## src/rtl/spmv_row_engine.sv

```systemverilog
// CSR sparse-matrix x dense-vector row engine: maps streamed (A, x) pairs to rows via a
// latched row_ptr table and accumulates signed products into saturating per-row accumulators.

module spmv_acc_row #(
    parameter int ACC_W = 32,
    parameter int PW    = 32
) (
    input  logic                    i_clk,
    input  logic                    i_rstn,
    input  logic                    clr,
    input  logic                    upd,
    input  logic signed [PW-1:0]    prod,
    output logic signed [ACC_W-1:0] acc,
    output logic                    ovf
);
    localparam int SW = ACC_W + 1;
    localparam logic signed [ACC_W-1:0] ACC_MAX = {1'b0, {(ACC_W-1){1'b1}}};
    localparam logic signed [ACC_W-1:0] ACC_MIN = {1'b1, {(ACC_W-1){1'b0}}};

    logic signed [SW-1:0]    sum;
    logic signed [ACC_W-1:0] sat;
    logic                    over;

    // One extra bit of headroom: the top two bits disagree exactly when the add left range.
    always_comb begin
        sum  = SW'(acc) + SW'(prod);
        over = sum[ACC_W] ^ sum[ACC_W-1];
        sat  = sum[ACC_W-1:0];
        if (over) sat = sum[ACC_W] ? ACC_MIN : ACC_MAX;
    end

    always_ff @(posedge i_clk) begin
        if (!i_rstn) begin
            acc <= '0;
            ovf <= 1'b0;
        end else if (clr) begin
            acc <= '0;
            ovf <= 1'b0;
        end else if (upd) begin
            acc <= sat;
            if (over) ovf <= 1'b1;
        end
    end
endmodule

module spmv_row_engine #(
    parameter int N_ROWS = 16,
    parameter int DATA_W = 16,
    parameter int ACC_W  = 32,
    parameter int PTR_W  = 8
) (
    input  logic                         i_clk,
    input  logic                         i_rstn,
    input  logic                         i_start,
    input  logic [(N_ROWS+1)*PTR_W-1:0]  i_row_ptr,
    input  logic                         i_nnz_valid,
    output logic                         o_nnz_ready,
    input  logic [DATA_W-1:0]            i_val_a,
    input  logic [DATA_W-1:0]            i_val_x,
    output logic                         o_busy,
    output logic                         o_done,
    output logic [N_ROWS*ACC_W-1:0]      o_result,
    output logic [N_ROWS-1:0]            o_ovf
);
    localparam int PW = 2 * DATA_W;
    localparam int RW = (N_ROWS > 1) ? $clog2(N_ROWS) : 1;

    typedef enum logic [1:0] {IDLE, RUN, DRAIN, DONE} state_t;

    state_t                        state, state_nxt;
    logic [N_ROWS:0][PTR_W-1:0]    ptr;
    logic [PTR_W-1:0]              k, k_inc;
    logic [1:0]                    dcnt;
    logic [RW-1:0]                 row;
    logic                          start_go, accept;
    logic                          s1_vld;
    logic signed [PW-1:0]          s1_prod;
    logic [RW-1:0]                 s1_tag;

    assign o_nnz_ready = (state == RUN);
    assign o_busy      = (state != IDLE);
    assign o_done      = (state == DONE);
    assign start_go    = (state == IDLE) && i_start;
    assign accept      = i_nnz_valid && o_nnz_ready;
    assign k_inc       = k + 1'b1;

    always_comb begin
        state_nxt = state;
        case (state)
            IDLE:  if (i_start)
                       state_nxt = (i_row_ptr[N_ROWS*PTR_W +: PTR_W] != '0) ? RUN : DRAIN;
            RUN:   if (accept && (k_inc == ptr[N_ROWS])) state_nxt = DRAIN;
            DRAIN: if (dcnt == 2'd2) state_nxt = DONE;
            DONE:  state_nxt = IDLE;
            default: state_nxt = IDLE;
        endcase
    end

    // Last row whose start index is <= k; empty rows share a start with their successor
    // and are skipped by the priority order without costing a cycle.
    always_comb begin
        row = '0;
        for (int r = 0; r < N_ROWS; r++)
            if (ptr[r] <= k) row = RW'(r);
    end

    always_ff @(posedge i_clk) begin
        if (!i_rstn) begin
            state   <= IDLE;
            ptr     <= '0;
            k       <= '0;
            dcnt    <= '0;
            s1_vld  <= 1'b0;
            s1_prod <= '0;
            s1_tag  <= '0;
        end else begin
            state  <= state_nxt;
            dcnt   <= (state == DRAIN) ? dcnt + 2'd1 : 2'd0;
            s1_vld <= accept;
            if (start_go) begin
                ptr <= i_row_ptr;
                k   <= '0;
            end else if (accept) begin
                k <= k_inc;
            end
            if (accept) begin
                s1_prod <= PW'($signed(i_val_a)) * PW'($signed(i_val_x));
                s1_tag  <= row;
            end
        end
    end

    for (genvar r = 0; r < N_ROWS; r++) begin : g_row
        spmv_acc_row #(.ACC_W(ACC_W), .PW(PW)) u_acc (
            .i_clk  (i_clk),
            .i_rstn (i_rstn),
            .clr    (start_go),
            .upd    (s1_vld && (s1_tag == RW'(r))),
            .prod   (s1_prod),
            .acc    (o_result[r*ACC_W +: ACC_W]),
            .ovf    (o_ovf[r])
        );
    end
endmodule

```

## config.mk

```make
export PLATFORM = sky130hd
export DESIGN_NAME = spmv_row_engine
export DESIGN_NICKNAME = d
export VERILOG_FILES = /design/src/rtl/spmv_row_engine.sv
export SDC_FILE = /design/constraint.sdc
export NUM_CORES = 2
export LEC_CHECK = 0
export ABC_AREA = 0
export BUFFER_PORTS_ARGS = -buffer_cell sky130_fd_sc_hd__buf_2
export CAP_MARGIN = 20
export CORE_MARGIN = 4
export CORE_UTILIZATION = 45
export DETAILED_ROUTE_END_ITERATION = 6
export HOLD_SLACK_MARGIN = 0.02
export PLACE_DENSITY = 0.73
export REMOVE_ABC_BUFFERS = 1
export SKIP_CTS_REPAIR_TIMING = 1
export SYNTH_ARGS = -nofsm -noshare
export SYNTH_HDL_FRONTEND = slang
export SYNTH_SLANG_ARGS = --single-unit
```

## constraint.sdc

```tcl
create_clock -name i_clk -period 13.9 [get_ports i_clk]
set_input_delay 0.695 -clock i_clk [delete_from_list [all_inputs] [get_ports i_clk]]
set_output_delay 0.695 -clock i_clk [all_outputs]
set_load 0.005 [all_outputs]
```

# [Word-level counts from Yosys, hierarchy flattened]
# Index checks and enable logic that the tools add are counted.
# W data, S select, Z words.
[classes] bitwise=17 order_cmp=15 eq_ne=23 muxes=52 add_sub_neg=18 reduce_logical=42 mul=1
[ops] operator="$mux W32" count=32
[ops] operator="$add A32 B32 Y33" count=16
[ops] operator="$le A8 B8 Y1" count=15
[ops] operator="$mux W4" count=14
[ops] operator="$reduce_and A2 Y1" count=17
[ops] operator="$eq A4 B4 Y1 const B" count=8
[ops] operator="$mul A16 B16 Y32" count=1
[ops] operator="$logic_and A1 B1 Y1" count=19
[ops] operator="$eq A4 B3 Y1 const B" count=4
[ops] operator="$xor A1 B1 Y1" count=16
[ops] operator="$add A8 B1 Y8 const B" count=1
[ops] operator="$eq A4 B2 Y1 const B" count=2
[ops] operator="$eq A8 B8 Y1" count=1
[ops] operator="$mux W2" count=4
[ops] operator="$pmux W2 S4" count=1
[ops] operator="$reduce_bool A8 Y1" count=1
[ops] operator="$eq A2 B2 Y1 const B" count=3
[ops] operator="$eq A4 B1 Y1 const B" count=1
[ops] operator="$logic_not A4 Y1" count=1
[ops] operator="$ne A2 B2 Y1 const B" count=2
[ops] operator="$reduce_and A3 Y1" count=1
[ops] operator="$add A2 B1 Y2 const B" count=1
[ops] operator="$eq A2 B1 Y1 const B" count=1
[ops] operator="$logic_not A2 Y1" count=1
[ops] operator="5 further kinds" count=5
[word_totals] out_inout_bits=531 reg_bits=705

# [Depth between registers and ports, before layout]
[depth] word_depth=16 mapped_depth=26 mapped_depth_nobuf=24

# [Cells and area by module]
# Synthesis repeated with hierarchy kept, for this count alone.
[hier_totals] hier_cells=8324 hier_area_um2=67222.0
[modules_own_cells] module="spmv_row_engine" instances=1 area_each_um2=19037.0 cells_per_inst=2243
[modules_own_cells] module="spmv_acc_row at g_row[4].u_acc ..." instances=6 area_each_um2=2985.4 cells_per_inst=398
[modules_own_cells] module="spmv_acc_row at g_row[0].u_acc ..." instances=5 area_each_um2=2906.5 cells_per_inst=352
[modules_own_cells] module="spmv_acc_row at g_row[10].u_acc ..." instances=4 area_each_um2=3136.8 cells_per_inst=387
[modules_own_cells] module="spmv_acc_row at g_row[14].u_acc" instances=1 area_each_um2=3193.1 cells_per_inst=385

# [Worst setup path after synthesis]
# OpenSTA, ideal clock, no wires.
[synth_timing] kind="input to register" from="input port i_val_x[1]" to="register s1_prod[30]" arrival_time_ns=6.432 setup_time_ns=0.123 t_required_ns=13.777 path_stages=23 path_slack_ns=7.345 cell_sequence="clkbuf_1 > nand2_1 > inv_1 > fa_1 > fa_1 > fa_1 > fa_1 > fa_1 > inv_1 > fa_1 > inv_1 > ha_1 > a21o_1 > a21o_1 > a21o_1 > a21o_1 > a21o_1 > a21oi_1 > nor2b_1 > a2111oi_0 > o21ai_0 > xnor2_1 > o21ai_0"
[synth_between] elab_chain_cells=1
[synth_lines] element="start, declared" line="59" source="input logic [DATA_W-1:0] i_val_x,"
[synth_lines] element="$mul A16 B16 Y32" line="127" source="s1_prod <= PW'($signed(i_val_a)) * PW'($signed(i_val_x));"
[synth_lines] element="end signal, assigned" line="127"
[synth_lines] element="end, declared" line="77" source="logic signed [PW-1:0] s1_prod;"
# Every way passes these cells.
# A chain may end at the register's enable or synchronous reset.

# [Final worst setup path]
[layout_timing] from="input port i_val_x[2]" to="register s1_prod[31]"
# The elaborated chain is that of the path after synthesis.

==> qor.csv <==
stage,metric,value,unit
status,status,completed,
cells_and_area,postLayoutCellArea,75500,um2
clock_tree,clock-root-buffer,clkbuf_16,
clock_tree,cts_tree,built,
power_and_ir_drop,p_per_area,146,nW/um2
global_routing,overflow,0,
cells_and_area,fillers,14000,
critical_path,crit_cells,20,
synth,synth_cells,8346,
global_routing,grt_first_pass_wirelength,365000,um
timing,finalSetupViolations,0,
min_path,min_to,ptr[8]$_SDFFE_PN0P_,
floorplan,coreArea,148000,um2
critical_path,crit_family,adder cells,
min_path,hp-class,in -> reg,
power_and_ir_drop,p_seq_frac,0.205,
critical_path,path_max_fanout,16,
critical_path,path_cells,buf_2 > nand2_1 > inv_1 > fa_1 > fa_1 > inv_1 > fa_1 > fa_1 > fa_1 > fa_1 > inv_1 > ha_1 > a21o_1 > a21oi_1 > nand3_1 > a41oi_1 > o21ai_1 > a311o_1 > or3_1 > nand3_1,
synth,avgSynthCellArea,8.02,um2
timing,min_period,6.60,ns
clock_tree,cts.sinks,705,
timing,hold_viol_final,0,
cells_and_area,nNetsFinal,9995,
detailed_routing,dr_total_vias,65200,
critical_path,critPathCaptureType,flop,
critical_path,ff2ff_path_depth,14,
synth,synth-edff-count,0,
power_and_ir_drop,peakVddDrop,357,uV
detailed_routing,wl_per_cell,22.4,um
timing,fin_skew,0.0346,ns
synth,ys_seq_elements,705,
detailed_routing,vias_per_cell,6.02,
timing,slew_headroom,0.210,
detailed_routing,ant_nets,0,
critical_path,cp-start-kind,input pin,
power_and_ir_drop,p_leak,35.2,nW
timing,worst_slack,7.30,ns
critical_path,path_common_cell,fa_1,
placed_design,dp_hpwl,174000,um
clock_tree,clock_path_buffers,3,
floorplan,die_w,394,um
timing,fmax,151,MHz
clock_tree,clk_pin_slew,0.06,ns
floorplan,io_pins,703,
critical_path,required,14.52,ns
critical_path,crit_start,i_val_x[2],
detailed_routing,drcViolationCount,0,
detailed_routing,firstDrtPassIters,6,
synth,yosysSeqAreaShare,0.211,
clock_tree,cts_htree_levels,3,
power_and_ir_drop,power,11.0,mW
floorplan,initial_core_util,0.453,
cells_and_area,syn_to_final_growth,12.7,%
global_routing,grt_pass1_vias,62100,
global_routing,antenna_found_initial,5,
global_routing,track_usage,0.298,
critical_path,path_class,in -> reg,
synth,synth_cell_types,104,
flow_run,drv_cap,0,
placed_design,gp_congestion,0.954,
critical_path,r2r-end,g_row[13].u_acc.acc[16]$_SDFFE_PP0P_,
critical_path,r2r_setup_slack,8.16,ns
global_routing,grt_max_degree,211,
cells_and_area,multiInputGateArea,49500,um2
cells_and_area,final_util,0.510,
timing,report.final.slew_viol_count,0,
min_path,min_path_cells,3,
critical_path,critPathBufInv,4,
min_path,min_from,i_row_ptr[8],
detailed_routing,drt_iter0_markers,4908,
critical_path,cp_slowest_stage_delay,0.83,ns
synth,ys.flop_type,dfxtp_1,
detailed_routing,wl,243000,um
floorplan,die_height,394,um
placed_design,place_area,72200,um2
cells_and_area,mostFrequentLayoutCell,a21oi_1,
timing,fin_crit_sh,0.475,
timing,fin_setup_tns,0,ns
timing,tightest_slew,1.19,ns
critical_path,r2r_start,s1_prod[1]$_SDFFE_PN0P_,
critical_path,crit_slowest_cell,fa_1,
power_and_ir_drop,internal_power,6.14,mW
clock_tree,clk_latency,0.71,ns
cells_and_area,drive_above_1_share,0.123,
critical_path,arrival,7.22,ns
power_and_ir_drop,p_clk_frac,0.226,
clock_tree,numCtsBuffers,91,
timing,rsz0062_at_grt,no,
synth,async_flop_share,0,
placed_design,post-place-ws,6.67,ns
cells_and_area,layout_common_cells,"1,089 x a21oi_1, 773 x o21ai_0, 721 x ha_1, 711 x nand2_1, 694 x buf_2",
synth,syn_area,67000,um2
cells_and_area,regArea,14200,um2
power_and_ir_drop,share_comb_of_total_power,0.569,
power_and_ir_drop,sw_frac_of_total,0.443,
power_and_ir_drop,switchingPower,4.89,mW
floorplan,placementRows,141,
floorplan,die_area,155000,um2
placed_design,io_buffers,694,
synth,yosys_warnings,0,
## routing by layer
layer	vias to the layer above	track usage	wire, um
li1	30800	-	-
met1	31300	0.377	99100
met2	2527	0.464	105000
met3	593	0.0722	22900
met4	4	0.173	16300
met5	-	0	27
## worst max path at each step
stage	endpoint	slack, ns
final	s1_prod[31]$_SDFFE_PN0P_	7.30
after global routing	s1_prod[30]$_SDFFE_PN0P_	6.98
after CTS	s1_prod[30]$_SDFFE_PN0P_	7.41
after detailed placement	s1_prod[30]$_SDFFE_PN0P_	6.67
after global placement	s1_prod[30]$_SDFFE_PN0P_	6.75
after floorplan	g_row[11].u_acc.acc[20]$_SDFFE_PP0P_	-1.36
## sequential cells by signal (all words and copies together) (netlist names)
name	count
k	8
s1_prod	32
s1_tag	4
g_row.u_acc.ovf	16
dcnt	2
s1_vld	1
g_row.u_acc.acc	512
ptr	128
state	2
## synthesized netlist by cell type, types with 24 or more instances
library cell  instances  area [um2]
buf_2                51         255
o21a_1               80         601
a211oi_1             93         698
nor2_1              402        1510
o211ai_1             28         210
a21oi_1            1090        5460
nand4_1              56         350
nand2_1             713        2680
nor3_1              113         566
ha_1                721        9020
nand3_1             157         786
o21ai_0             773        3870
dfxtp_1             705       14100
and3_1               79         494
fa_1                278        5570
and2_1              149         932
nor2b_1              86         538
a21o_1              300        2250
or3_1                38         238
inv_1               512        1920
or2_2                27         169
o21ai_1              29         145
a31oi_1              72         450
o21bai_1             59         443
nor4_1               28         175
a41oi_1              24         210
xor2_1              184        1610
a21boi_0             36         270
maj3_1              330        3300
clkbuf_1            317        1190
o31ai_1              34         255
xnor2_1             291        2550
nand2b_1            109         682
## kinds of logic after synthesis
kind of cell	synth area share
and+or+nand+nor	0.145
AOI/OAI and AO/OA	0.258
adders and majority gates	0.268
buffers and inverters	0.0536
muxes	0.00196
xor gates and xnor gates	0.0629
DFF	0.211
## final cells by class
class | count | area share
Antenna cell | 7 | 0.000232
Clock buffer | 128 | 0.0349
Clock inverter | 34 | 0.00602
Inverter | 514 | 0.0256
Multi-Input combinational cell | 6726 | 0.656
Sequential cell | 705 | 0.188
Tap cell | 1930 | 0.0320
Timing Repair Buffer | 786 | 0.0573
## through the flow
| step | instances | hold slack, ns |
|---|---|---|
| 2_1_floorplan | 7945 | 0.391 |
| 3_3_place_gp | 10700 | 0.399 |
| 3_5_place_dp | 10700 | 0.406 |
| 4_1_cts | 10800 | 0.186 |
| 5_1_grt | 10800 | 0.207 |
| 6_report | 10800 | 0.235 |
## worst register-to-register path, cell delays in order (launching register included)
cell and delay [ns]:
dfxtp_2 1.11, inv_2 0.46, buf_4 0.41, fa_1 0.52, nor2b_1 0.14, o21a_1 0.15
o21ai_1 0.09, a21oi_1 0.31, o311a_1 0.38, nor4_4 0.07, or3_1 0.49, a31oi_1 0.27
o311a_1 0.20, nand2_1 0.61, a41oi_1 0.40
## power by group through the flow
stage          combinational [mW]  clock [mW]  sequential [mW]
2_1_floorplan                4.61           0             2.27
3_3_place_gp                 6.07           0             2.31
3_5_place_dp                 6.21           0             2.31
4_1_cts                      6.25        2.53             2.26
5_1_grt                      6.99        2.61             2.27
6_report                     6.27        2.49             2.27
Note: power is estimated with default switching activity, not from simulation.
